$ cat src/rtl/vga_capture.sv
// Receive-side VGA frame grabber: rebuilds pixel/line position from the incoming sync edges
// and writes one rectangular window of a single frame, row-major, into a frame-buffer RAM.
module vga_capture #(
    parameter int unsigned H_START  = 144,
    parameter int unsigned H_TOTAL  = 800,
    parameter int unsigned V_START  = 35,
    parameter int unsigned CAP_X    = 0,
    parameter int unsigned CAP_Y    = 0,
    parameter int unsigned CAP_W    = 640,
    parameter int unsigned CAP_H    = 480,
    parameter bit          SYNC_POL = 1'b0,
    parameter int unsigned ADDR_W   = 22
) (
    input  logic              clk,
    input  logic              rst_n,
    input  logic              hor_sync,
    input  logic              ver_sync,
    input  logic [3:0]        vga_r,
    input  logic [3:0]        vga_g,
    input  logic [3:0]        vga_b,
    input  logic              cap_start,
    output logic              busy,
    output logic              wr_en,
    output logic [ADDR_W-1:0] wr_addr,
    output logic [11:0]       wr_data,
    output logic              frame_done,
    output logic              frame_err
);

    localparam int unsigned       N_PIX     = CAP_W * CAP_H;
    localparam logic [10:0]       CNT_MAX   = 11'h7FF;
    localparam logic [10:0]       H_LO      = 11'(H_START + CAP_X);
    localparam logic [10:0]       H_HI      = 11'(H_START + CAP_X + CAP_W - 1);
    localparam logic [10:0]       V_LO      = 11'(V_START + CAP_Y);
    localparam logic [10:0]       V_HI      = 11'(V_START + CAP_Y + CAP_H - 1);
    localparam logic [10:0]       H_LAST    = 11'(H_TOTAL - 1);
    localparam logic [ADDR_W-1:0] ADDR_LAST = ADDR_W'(N_PIX - 1);
    localparam logic [ADDR_W-1:0] ADDR_ONE  = ADDR_W'(1);
    localparam logic              SYNC_IDLE = ~SYNC_POL;

    // input stage S1 plus the previous S1 sync levels for edge detection
    logic        hs_q, vs_q, hs_prev_q, vs_prev_q, start_q;
    logic [11:0] rgb_q;

    always_ff @(posedge clk) begin
        if (!rst_n) begin
            hs_q      <= SYNC_IDLE;
            vs_q      <= SYNC_IDLE;
            hs_prev_q <= SYNC_IDLE;
            vs_prev_q <= SYNC_IDLE;
            start_q   <= 1'b0;
            rgb_q     <= 12'h000;
        end else begin
            hs_q      <= hor_sync;
            vs_q      <= ver_sync;
            hs_prev_q <= hs_q;
            vs_prev_q <= vs_q;
            start_q   <= cap_start;
            rgb_q     <= {vga_r, vga_g, vga_b};
        end
    end

    logic hs_edge, vs_edge;
    assign hs_edge = (hs_q == SYNC_POL) && (hs_prev_q != SYNC_POL);
    assign vs_edge = (vs_q == SYNC_POL) && (vs_prev_q != SYNC_POL);

    // hcnt_d/vcnt_d are the position of the pixel currently in S1; the registered
    // copies therefore show the position of the pixel written in the same cycle.
    logic [10:0] hcnt_q, hcnt_d, vcnt_q, vcnt_d;

    always_comb begin
        hcnt_d = (hcnt_q == CNT_MAX) ? CNT_MAX : hcnt_q + 11'd1;
        vcnt_d = vcnt_q;
        if (hs_edge) begin
            hcnt_d = 11'd0;
            vcnt_d = (vcnt_q == CNT_MAX) ? CNT_MAX : vcnt_q + 11'd1;
        end
        if (vs_edge) begin
            vcnt_d = 11'd0;
        end
    end

    always_ff @(posedge clk) begin
        if (!rst_n) begin
            hcnt_q <= 11'd0;
            vcnt_q <= 11'd0;
        end else begin
            hcnt_q <= hcnt_d;
            vcnt_q <= vcnt_d;
        end
    end

    logic in_win;
    assign in_win = (hcnt_d >= H_LO) && (hcnt_d <= H_HI) &&
                    (vcnt_d >= V_LO) && (vcnt_d <= V_HI);

    // state   | meaning
    // IDLE    | waiting for cap_start
    // ARMED   | waiting for the vsync edge that opens the next frame
    // CAPTURE | writing in-window pixels, watching line length and early vsync
    // DONE    | last word written, frame_done high for this one cycle
    typedef enum logic [1:0] {
        ST_IDLE,
        ST_ARMED,
        ST_CAPTURE,
        ST_DONE
    } state_t;

    state_t            state_q;
    logic              exempt_q;
    logic [ADDR_W-1:0] cnt_q;

    // the first hsync edge after vsync has no valid predecessor to measure against
    logic line_err, cap_err;
    assign line_err = hs_edge && !vs_edge && !exempt_q && (hcnt_q != H_LAST);
    assign cap_err  = vs_edge || line_err;

    always_ff @(posedge clk) begin
        if (!rst_n) begin
            state_q    <= ST_IDLE;
            exempt_q   <= 1'b0;
            cnt_q      <= '0;
            busy       <= 1'b0;
            wr_en      <= 1'b0;
            wr_addr    <= '0;
            wr_data    <= 12'h000;
            frame_done <= 1'b0;
            frame_err  <= 1'b0;
        end else begin
            wr_en      <= 1'b0;
            frame_done <= 1'b0;
            if (vs_edge) begin
                exempt_q <= !hs_edge;
            end else if (hs_edge) begin
                exempt_q <= 1'b0;
            end
            case (state_q)
                ST_IDLE: begin
                    if (start_q) begin
                        state_q   <= ST_ARMED;
                        busy      <= 1'b1;
                        frame_err <= 1'b0;
                    end
                end
                ST_ARMED: begin
                    if (vs_edge) begin
                        state_q <= ST_CAPTURE;
                        cnt_q   <= '0;
                    end
                end
                ST_CAPTURE: begin
                    if (cap_err) begin
                        state_q   <= ST_IDLE;
                        busy      <= 1'b0;
                        frame_err <= 1'b1;
                    end else if (in_win) begin
                        wr_en   <= 1'b1;
                        wr_data <= rgb_q;
                        wr_addr <= cnt_q;
                        cnt_q   <= cnt_q + ADDR_ONE;
                        if (cnt_q == ADDR_LAST) begin
                            state_q    <= ST_DONE;
                            busy       <= 1'b0;
                            frame_done <= 1'b1;
                        end
                    end
                end
                ST_DONE: begin
                    state_q <= ST_IDLE;
                end
                default: begin
                    state_q <= ST_IDLE;
                    busy    <= 1'b0;
                end
            endcase
        end
    end

endmodule

$ cat config.mk
export PLATFORM = sky130hd
export DESIGN_NAME = vga_capture
export DESIGN_NICKNAME = d
export VERILOG_FILES = /design/src/rtl/vga_capture.sv
export SDC_FILE = /design/constraint.sdc
export NUM_CORES = 1
export LEC_CHECK = 0
export BUFFER_PORTS_ARGS = -buffer_cell sky130_fd_sc_hd__buf_2
export CAP_MARGIN = 20
export CORE_MARGIN = 2
export CORE_UTILIZATION = 52
export DETAILED_ROUTE_END_ITERATION = 12
export PLACE_DENSITY_LB_ADDON = 0.2
export SYNTH_ARGS = -nofsm -noshare
export SYNTH_HDL_FRONTEND = slang
export SYNTH_SLANG_ARGS = --single-unit
$ cat constraint.sdc
create_clock -name clk -period 2.55 [get_ports clk]
set_input_delay 0.255 -clock clk [delete_from_list [all_inputs] [get_ports clk]]
set_output_delay 0.255 -clock clk [all_outputs]
set_load 0.02 [all_outputs]
==> metrics.txt, run 1 <==
outcome finished with violations; failing checks setup timing; Area Overhead vs Synth 35.3%; clk slew on worst S/H paths around 0.11 ns; layout cells sized above 1 0.330; r2r setup slk -0.21 ns; GP Congestion 0.933; share of power burned in registers 0.570; CTS tree built; register area 2070 sq um; Post-Place Cells around 700; hold path depth 2; reg2reg path depth 9; largest net degree at the start of global routing between 50 and 60; Hold Crit Class input pin to flop; final non-filler cell total 742; initial antenna violation count 0; DR DRC count 0; cts bufs inserted 9; Critical Path RT ~2.9 ns; Ports 55; final hold violation count 0; area of the multi-input gates around 2400 sq um; Final nets about 650; Die W between 90 and 100 microns; MaxCap Viol Count 0; H-tree depth 3; Cell Rows 33; initial drt markers about 260; Int Pwr 2.09 mW; Clock Tree Root clkbuf_8; initial core utilization 0.536; CTS Sinks a little over 100; crit path max fanout 6; Lkg Pwr 2.31 nW; Syn Area/Cell approximately 8.4 sq um; dpl ws -0.195 ns; Ys Warns 0; Tmin final approximately 2.8 ns; critical path launch point type flop; synth top area cells dfxtp_1 (47%), o21ai_1 (5.9%), nand3_1 (5.7%); Synth Register Bits 102; Post-synth top flop dfxtp_1; peak supply drop roughly 0.00032 V; Worst setup EP type flop; vias per cell ~5.9; diode count 0; port buffer count 54; Mapped Nets roughly 540; clock tree buffer depth 2; final setup violating endpoints 59; Syn Inst Count around 520; Mapped Area 4390 sq um; CTS Hold Buffers Added 0; vias in the first global route approximately 4000; P_sw roughly 0.76 mW; Die Span Y between 90 and 100 microns; overall routing resource usage 0.245; crit path DAT roughly 3.1 ns; Tot Pwr 2.85 mW; fmax ~360 MHz; via count 4349; grt total ovfl 0; proportion of netlist area held by the largest area contributor 0.466; RSZ-0062 raised after global routing yes; Fill cells slightly above 600; switching portion of total power 0.268; full die area 9180 sq um; Worst-Skew Late Latency between 0.3 and 0.4 ns; core area approximately 8200 sq um; largest area contributor in the netlist dfxtp_1; share of flip-flops with an asynchronous set or reset 0; Power Dens Cells 481 nW/um^2; period utilization 1.08; Logic pwr share 0.055; Worst-Margin Slew 0.508 ns; pins over their slew limit 0; power share of the clock group 0.375; CP Class flop to flop; relative slew slack 0.662; first-pass GRT wire length approximately 18 mm; Layout Skew 0.0195 ns; Routed WL 11.8 mm; Avg WL per Cell about 16 microns; sequential area share after synthesis 0.466; ANT nets after route 0; router iterations before antenna repair 5; EDFF count, synth 0; sum of negative setup slack -5.28 ns; Final WS setup -0.210 ns; synth unique cells between 50 and 60; hpwl dp around 7.1 mm
-- per-stage QoR --
stage          hold WS [ns]   util  cell area (sq um)
6_report             0.0522  0.726               5930
5_1_grt              0.0431  0.726               5930
4_1_cts              0.0412  0.675               5520
3_5_place_dp          0.424  0.616               5040
3_3_place_gp          0.415  0.616               5040
2_1_floorplan         0.356      -               4400
-- layout make-up --
| type | instances | share of cell area |
|---|---|---|
| sequential | 102 | 0.349 |
| multi-input combinational | 378 | 0.399 |
| clock buffer | 9 | 0.0209 |
| inverter | 7 | 0.00443 |
| tap | 105 | 0.0221 |
| clock inverter | 7 | 0.0158 |
| timing repair buffer | 134 | 0.189 |
-- worst paths after layout --
check        startpoint          to
max                hs_q    cnt_q[9]
min            hor_sync        hs_q
max reg2reg        hs_q    cnt_q[9]
min reg2reg    rgb_q[9]  wr_data[9]
-- state kept, by name (all words and copies together), names as in the netlist, 2 cells and up --
signal / count
cnt_q: 22
vcnt_q: 11
state_q: 2
wr_data: 12
hcnt_q: 11
wr_addr: 22
rgb_q: 12
-- synth_stat cells (3+ instances only) --
cell	instances
a211oi_1	4
a21oi_1	38
a31oi_1	6
and2_1	21
and3_1	13
and4_1	3
and4b_1	3
buf_2	10
clkbuf_1	22
dfxtp_1	102
ha_1	3
inv_1	7
nand2_1	53
nand2b_1	10
nand3_1	50
nand4_1	20
nor2_1	25
nor2b_1	3
nor3_1	5
o2111ai_1	3
o21ai_0	5
o21ai_1	52
or3_1	19
or4_1	3
xor2_1	4
-- logic make-up (layout without fill, tap and decap cells) --
group / after synthesis / after routing / share of synthesized area
flip-flops: 102 / 102 / 0.466
XOR/XNOR: 5 / 5 / 0.00999
multiplexers: 3 / 3 / 0.00713
buffers and inverters: 42 / 157 / 0.0422
AO/OA/AOI/OAI: 129 / 129 / 0.179
AND/OR/NAND/NOR: 238 / 238 / 0.288
adder cells (fa/ha/maj): 3 / 3 / 0.00856
-- cell usage in the layout, fill, tap and decap left out, types with 4 or more instances in the layout --
cell and n:
dfxtp_1 89, buf_4 55, buf_2 54, nand2_1 53
o21ai_1 53, nand3_1 48, a21oi_1 29, nor2_1 25
and2_1 21, nand4_1 20, and3_1 13, or3_1 13
a21oi_2 10, buf_6 10, nand2b_1 9, clkbuf_8 9
dfxtp_2 8, inv_1 7, buf_12 7, or3_4 6
clkbuf_16 5, dfxtp_4 5, a31oi_1 4, nor3_1 4
-- timing repair --
item                                    4_1_cts  5_1_grt
cloned                                        1        5
gates resized for setup                      34       42
setup buffers                                15       15
endpoints found under the setup margin       60       59
pin swaps                                     9       50
-- worst max-delay path: stages (launching register included) --
cell     delay (ns)
dfxtp_4        0.38
and4b_2        0.36
nand4_1        0.14
mux2i_2        0.21
a211o_1        0.31
o41ai_2        0.35
a21oi_2        0.13
buf_12         0.17
or4_1          0.49
a21oi_1        0.15
-- routing by layer --
layer  vias to the layer above  wire length, microns  global-route usage
met2                       178                  5750               0.393
met1                      2034                  5060               0.318
met4                         0                   212              0.0964
met5                         -                     0                   0
met3                        25                   816              0.0579
li1                       2112                     -                   -
-- power by group through the flow --
stage / clock, mW / combinational [mW] / sequential (mW)
after floorplan: 0 / 0.0793 / 1.66
after global placement: 0 / 0.128 / 1.66
after detailed placement: 0 / 0.132 / 1.66
after CTS: 1.09 / 0.135 / 1.63
after global routing: 1.15 / 0.171 / 1.63
final: 1.07 / 0.156 / 1.63
Note: power is estimated with default switching activity, not from simulation.
==> run 2: changes to the inputs <==
--- a/config.mk
+++ b/config.mk
@@ -11,6 +11,7 @@
 export CORE_UTILIZATION = 52
 export DETAILED_ROUTE_END_ITERATION = 12
 export PLACE_DENSITY_LB_ADDON = 0.2
+export SETUP_SLACK_MARGIN = 0.4
 export SYNTH_ARGS = -nofsm -noshare
 export SYNTH_HDL_FRONTEND = slang
 export SYNTH_SLANG_ARGS = --single-unit
==> run 2 against run 1 <==
Net effect: the flow still finishes with violations (setup timing); via count is 3.0% higher; hold slack better by 0.0066 ns; count of clock-buffer cells in the layout stayed put; fmax is 1.1% lower; largest cell class unchanged; largest power group unchanged.
==> metrics.txt, run 2 (same netlist as run 1, synthesis figures left out) <==
fmax 358 MHz (-1.1%); Reg-to-Reg Start vcnt_q[1]; layout cells sized above 1 0.362 (+0.0321); outcome finished with violations; initial antenna violation count 0 (unchanged); final setup violating endpoints 57 (-3.4%); hold path start hor_sync; hpwl dp 7.00 mm (-1.9%); CTS Hold Buffers Added 0 (unchanged); commonest non-fill, non-tap cell in the layout dfxtp_1; RSZ-0062 raised after global routing yes; fin util 0.750 (+0.0248); reg2reg end wr_addr[15]; largest net degree at the start of global routing 47 (-15%); critical path launch point type flop; core area 8180 sq um (unchanged); power share of the clock group 0.379 (+0.004); failing checks setup timing; hold path depth 2 (unchanged); via count 4479 (+3.0%); Hold Crit Class input pin to flop; first-pass GRT wire length 21.2 mm (+18%); vias in the first global route 4322 (+10%); DR DRC count 0 (unchanged); Hold Path End hs_q; Ports 55 (unchanged); grt total ovfl 0 (unchanged); switching portion of total power 0.250 (-0.0178); P_sw 0.720 mW (-5.9%); most frequent CP cell buf_6; Logic pwr share 0.055 (about the same); share of power burned in registers 0.566 (-0.004); Cell Rows 33 (unchanged); CP Class flop to flop; CTS Sinks 102 (unchanged); period utilization 1.09 (+0.0115); peak supply drop 0.000277 V (-12%); Worst-Skew Late Latency 0.37 ns (about the same); MaxCap Viol Count 0 (unchanged); Routed WL 13.1 mm (+11%); Int Pwr 2.16 mW (+3.3%); diode count 0 (unchanged); initial core utilization 0.536 (unchanged); Area Overhead vs Synth 39.9%; crit path max fanout 6 (unchanged); vias per cell 6.07 (+3.5%); slowest cell on the critical path dfxtp_4; Die W 95.8 microns (unchanged); r2r setup slk -0.24 ns (-0.03 ns); initial drt markers 356 (+36%); CTS tree built; final hold violation count 0 (unchanged); sum of negative setup slack -8.44 ns (-3.17 ns); router iterations before antenna repair 5 (unchanged); pins over their slew limit 0 (unchanged); H-tree depth 3 (unchanged); Tmin final 2.79 ns (+0.0293 ns); CP cell instances ha_4, and4b_2, a31oi_1, o21bai_4, nand4_1, a211oi_4, buf_4, o21ai_4, buf_6, buf_6, buf_6, buf_12, buf_16, o21ai_1; reg2reg path depth 14 (+5); Layout Skew 0.0126 ns (-0.00695 ns); relative slew slack 0.677 (+0.0151); ANT nets after route 0 (unchanged); Avg WL per Cell 17.8 microns (+12%); Die Span Y 95.8 microns (unchanged); port buffer count 54 (unchanged); full die area 9180 sq um (unchanged); Final WS setup -0.240 ns (-0.0293 ns); dpl ws -0.132 ns (+0.0623 ns); Lkg Pwr 2.34 nW (+1.6%); Critical Path RT 2.85 ns (about the same); biggest registers after layout cnt_q (22), wr_addr (22); cts bufs inserted 9 (unchanged); Worst setup EP type flop; Final nets 648 (-0.61%); clk slew on worst S/H paths 0.11 ns (about the same); overall routing resource usage 0.295 (+0.0504); commonest non-fill, non-tap cells in the layout dfxtp_1 (90), buf_2 (54), nand2_1 (52); Worst-Margin Slew 0.485 ns (-0.0226 ns); crit path DAT 3.09 ns (+0.03 ns); clock tree buffer depth 2 (unchanged); Clock Tree Root clkbuf_8; CP peak stage delay 0.39 ns (-0.10 ns); GP Congestion 0.919 (-1.5%); Power Dens Cells 469 nW/um^2 (-2.5%)
-- run 2: cell types whose count changed in the layout (fill, tap and decap cells not counted), moves of 6 or more --
cell,delta
buf_16,+8
nand3_2,+23
or3_1,+6
o21ai_2,+6
o21ai_1,-6
or3_4,-6
nand3_1,-24
-- run 2: worst max path at each step --
stage,from,to,depth (start not counted)
after floorplan,vcnt_q[1],cnt_q[9],9
after global placement,vcnt_q[2],cnt_q[9],9
after detailed placement,vcnt_q[2],cnt_q[6],11
after CTS,vcnt_q[1],cnt_q[19],11
after global routing,vcnt_q[1],cnt_q[15],12
final,vcnt_q[1],wr_addr[15],14
-- run 2: area by class of cell --
class	count	area, sq um
clock buffer	9	124
clock inverter	7	87.6
fill	566	2040
inverter	7	26.3
multi-input combinational	378	2550
sequential	102	2070
tap	105	131
timing repair buffer	130	1140
-- run 2: power by group through the flow --
| stage | Combinational (mW) | Sequential, mW | Clock (mW) |
|---|---|---|---|
| 2_1_floorplan | 0.0808 | 1.67 | 0 |
| 3_3_place_gp | 0.127 | 1.66 | 0 |
| 3_5_place_dp | 0.131 | 1.67 | 0 |
| 4_1_cts | 0.152 | 1.63 | 1.10 |
| 5_1_grt | 0.171 | 1.63 | 1.16 |
| 6_report | 0.158 | 1.63 | 1.09 |
-- run 2: through the flow --
| step | total power, mW | hold WS (ns) | cell area [sq um] | cells |
|---|---|---|---|---|
| finish | 2.88 | 0.0588 | 6130 | 738 |
| CTS | 2.88 | 0.0519 | 6070 | 737 |
| global route | 2.97 | 0.0517 | 6130 | 738 |
| floorplan | 1.75 | 0.356 | 4480 | 522 |
| global placement | 1.79 | 0.415 | 5060 | 685 |
| detailed placement | 1.80 | 0.423 | 5060 | 685 |
-- run 2: metal layers --
metal | up-vias | wire (microns) | global-route usage
met2 | 177 | 6410 | 0.493
met3 | 45 | 781 | 0.0556
met1 | 2153 | 5640 | 0.383
met4 | 0 | 313 | 0.101
met5 | - | 0 | 0
li1 | 2104 | - | -
-- run 2: timing repair --
action,4_1_cts,5_1_grt
pin swaps,47,8
cloned,9,0
buffers inserted,27,1
gates resized for setup,89,11
endpoints found under the setup margin,60,60
-- run 2: critical path, delay by kind of cell (launching register included) --
kind	cells	cell delay, ns
adder cells (fa/ha/maj)	1	0.18
flip-flops	1	0.39
AND/OR/NAND/NOR	2	0.41
buffers and inverters	6	0.80
AO/OA/AOI/OAI	5	0.92
==> run 3: changes to the inputs <==
--- a/config.mk
+++ b/config.mk
@@ -8,7 +8,8 @@
 export BUFFER_PORTS_ARGS = -buffer_cell sky130_fd_sc_hd__buf_2
 export CAP_MARGIN = 20
 export CORE_MARGIN = 2
-export CORE_UTILIZATION = 52
+export CORE_UTILIZATION = 54
+export CTS_BUF_LIST = sky130_fd_sc_hd__clkbuf_4
 export DETAILED_ROUTE_END_ITERATION = 12
 export PLACE_DENSITY_LB_ADDON = 0.2
 export SETUP_SLACK_MARGIN = 0.4
==> run 3 against run 2 <==
Net effect: the run still ends with setup timing left; combinational power is 16% higher; clock skew grew 0.030 ns; non-clock buffer count rose by 21; total power shrank 5.7%; cell area up 4.3%; sequential power hardly changed; sequential share of layout area decreased by 1.3 points; first-iteration DRC count up 35%; die area is 3.6% lower; cell count rose by 2.4%; global-route usage grew 0.64 points; critical endpoint is now cnt_q[14].
==> metrics.txt, run 3 (same netlist as run 1, synthesis figures left out) <==
outcome finished with violations; failing checks setup timing; area of the multi-input gates 2660 sq um (+4.0%); router iterations before antenna repair 5 (unchanged); crit path max fanout 7 (+1); initial antenna violation count 0 (unchanged); vias in the first global route 4377 (+1.3%); Worst-Skew Late Latency 0.50 ns (+0.13 ns); Avg WL per Cell 20.0 microns (+12%); Clock Tree Root clkbuf_4; dpl ws -0.118 ns (+0.0143 ns); port buffer count 54 (unchanged); CP peak stage delay 0.42 ns (+0.03 ns); overall routing resource usage 0.301 (+0.00642); RSZ-0062 raised after global routing yes; Lkg Pwr 2.44 nW (+4.3%); Final WS setup -0.270 ns (-0.0302 ns); r2r setup slk -0.27 ns (-0.03 ns); Reg-to-Reg Start hs_q; diode count 0 (unchanged); initial drt markers 481 (+35%); Power Dens Cells 424 nW/um^2 (-9.6%); period utilization 1.11 (+0.0118); register area 2080 sq um (+0.36%); clock tree buffer depth 2 (unchanged); Area Overhead vs Synth 45.8%; Critical Path RT 2.95 ns (+0.10 ns); Final nets 669 (+3.2%); crit path DAT 3.22 ns (+0.13 ns); Routed WL 15.1 mm (+15%); CP Class flop to flop; GP Congestion 0.918 (about the same); vias per cell 6.43 (+5.9%); ANT nets after route 0 (unchanged); pins over their slew limit 0 (unchanged); largest net degree at the start of global routing 46 (-2.1%); CTS tree built; CP cell instances and4b_2, nand4_1, mux2i_2, a211o_1, o41ai_2, a21oi_2, buf_12, buf_4, or3_1, a21oi_1; initial core utilization 0.562 (+0.0253); clk slew on worst S/H paths 0.21 ns (+0.10 ns); Hold Path End wr_addr[2]; commonest non-fill, non-tap cell in the layout dfxtp_1; Worst setup EP type flop; hold path start rst_n; grt total ovfl 0 (unchanged); fmax 355 MHz (-1.1%); slowest cell on the critical path o41ai_2; final hold violation count 0 (unchanged); Hold Crit Class input pin to flop; Fill cells 428 (-24%); via count 4860 (+8.5%); final non-filler cell total 756 (+2.4%); Die Span Y 94.1 microns (-1.8%); H-tree depth 3 (unchanged); commonest non-fill, non-tap cells in the layout dfxtp_1 (86), buf_2 (54), buf_4 (52); biggest registers after layout cnt_q (22), wr_addr (22); reg2reg path depth 10 (-4); MaxCap Viol Count 0 (unchanged); Die W 94.1 microns (-1.8%); DR DRC count 0 (unchanged); WHS 0.219 ns (+0.160 ns); first-pass GRT wire length 21.0 mm (-0.95%); cts bufs inserted 9 (unchanged); Ports 55 (unchanged); core area 7810 sq um (-4.5%); Cell Rows 32 (-3.0%); layout cells sized above 1 0.413 (+0.0511); hpwl dp 7.14 mm (+2.0%); CTS Sinks 102 (unchanged); Layout Skew 0.0421 ns (+0.0295 ns); critical path launch point type flop; fin util 0.819 (+0.0688); final setup violating endpoints 58 (+1.8%); Post-Place Cells 685 (unchanged); full die area 8860 sq um (-3.6%); Tot Pwr 2.71 mW (-5.7%); peak supply drop 0.000358 V (+29%); Worst-Margin Slew 0.650 ns (+0.165 ns); hold path depth 3 (+1); Tmin final 2.82 ns (+0.0302 ns); reg2reg end cnt_q[14]; relative slew slack 0.566 (-0.111)
==> run 3: how the worst max path moves through the flow <==
stage	from	to	slack, ns	cells after the start
2_1_floorplan	vcnt_q[1]	cnt_q[9]	0.20	9
3_3_place_gp	hs_q	cnt_q[9]	-0.01	9
3_5_place_dp	vcnt_q[4]	busy	-0.12	10
4_1_cts	hs_q	cnt_q[9]	-0.06	9
5_1_grt	hs_prev_q	cnt_q[14]	-0.36	10
6_report	hs_q	cnt_q[14]	-0.27	10
==> run 3: what timing repair did <==
item | in CTS | in global routing
endpoints found under the hold margin | 15 | 0
pin swaps | 50 | 20
cloned | 7 | 2
hold buffers | 15 | 0
setup endpoints to repair | 60 | 60
resized for setup | 70 | 66
setup buffers | 25 | 6
==> run 3: routing by layer <==
| layer | global-route usage | vias up | wire, microns |
|---|---|---|---|
| met4 | 0.0882 | 0 | 616 |
| met5 | 0 | - | 0 |
| met3 | 0.0538 | 86 | 1130 |
| met1 | 0.369 | 2301 | 5670 |
| li1 | - | 2154 | - |
| met2 | 0.539 | 319 | 7670 |
==> run 3: area by class of cell <==
type,instances,area share
multi-input combinational,378,0.415
sequential,102,0.325
timing repair buffer,151,0.211
tap,102,0.0200
clock inverter,7,0.0143
clock buffer,9,0.0106
inverter,7,0.00411
==> run 3: metrics by stage <==
stage / area [sq um] / TNS (ns)
3_3_place_gp: 5090 / -0.0189
4_1_cts: 6020 / -0.252
5_1_grt: 6400 / -10.92
2_1_floorplan: 4480 / 0
6_report: 6400 / -6.91
3_5_place_dp: 5090 / -0.938
==> run 3: power by group <==
part / internal (mW) / leakage [nW] / switching (mW)
registers: 1.62 / 0.835 / 0.0172
clock network: 0.240 / 0.0817 / 0.655
logic: 0.0801 / 1.53 / 0.104
total: 1.94 / 2.44 / 0.776
==> run 3: worst max-delay path, delay by kind of cell, from the launching register on <==
family | cells | cell delay, ns
AO/OA/AOI/OAI | 4 | 0.95
multiplexers | 1 | 0.22
buffers and inverters | 2 | 0.32
flip-flops | 1 | 0.38
AND/OR/NAND/NOR | 3 | 0.87
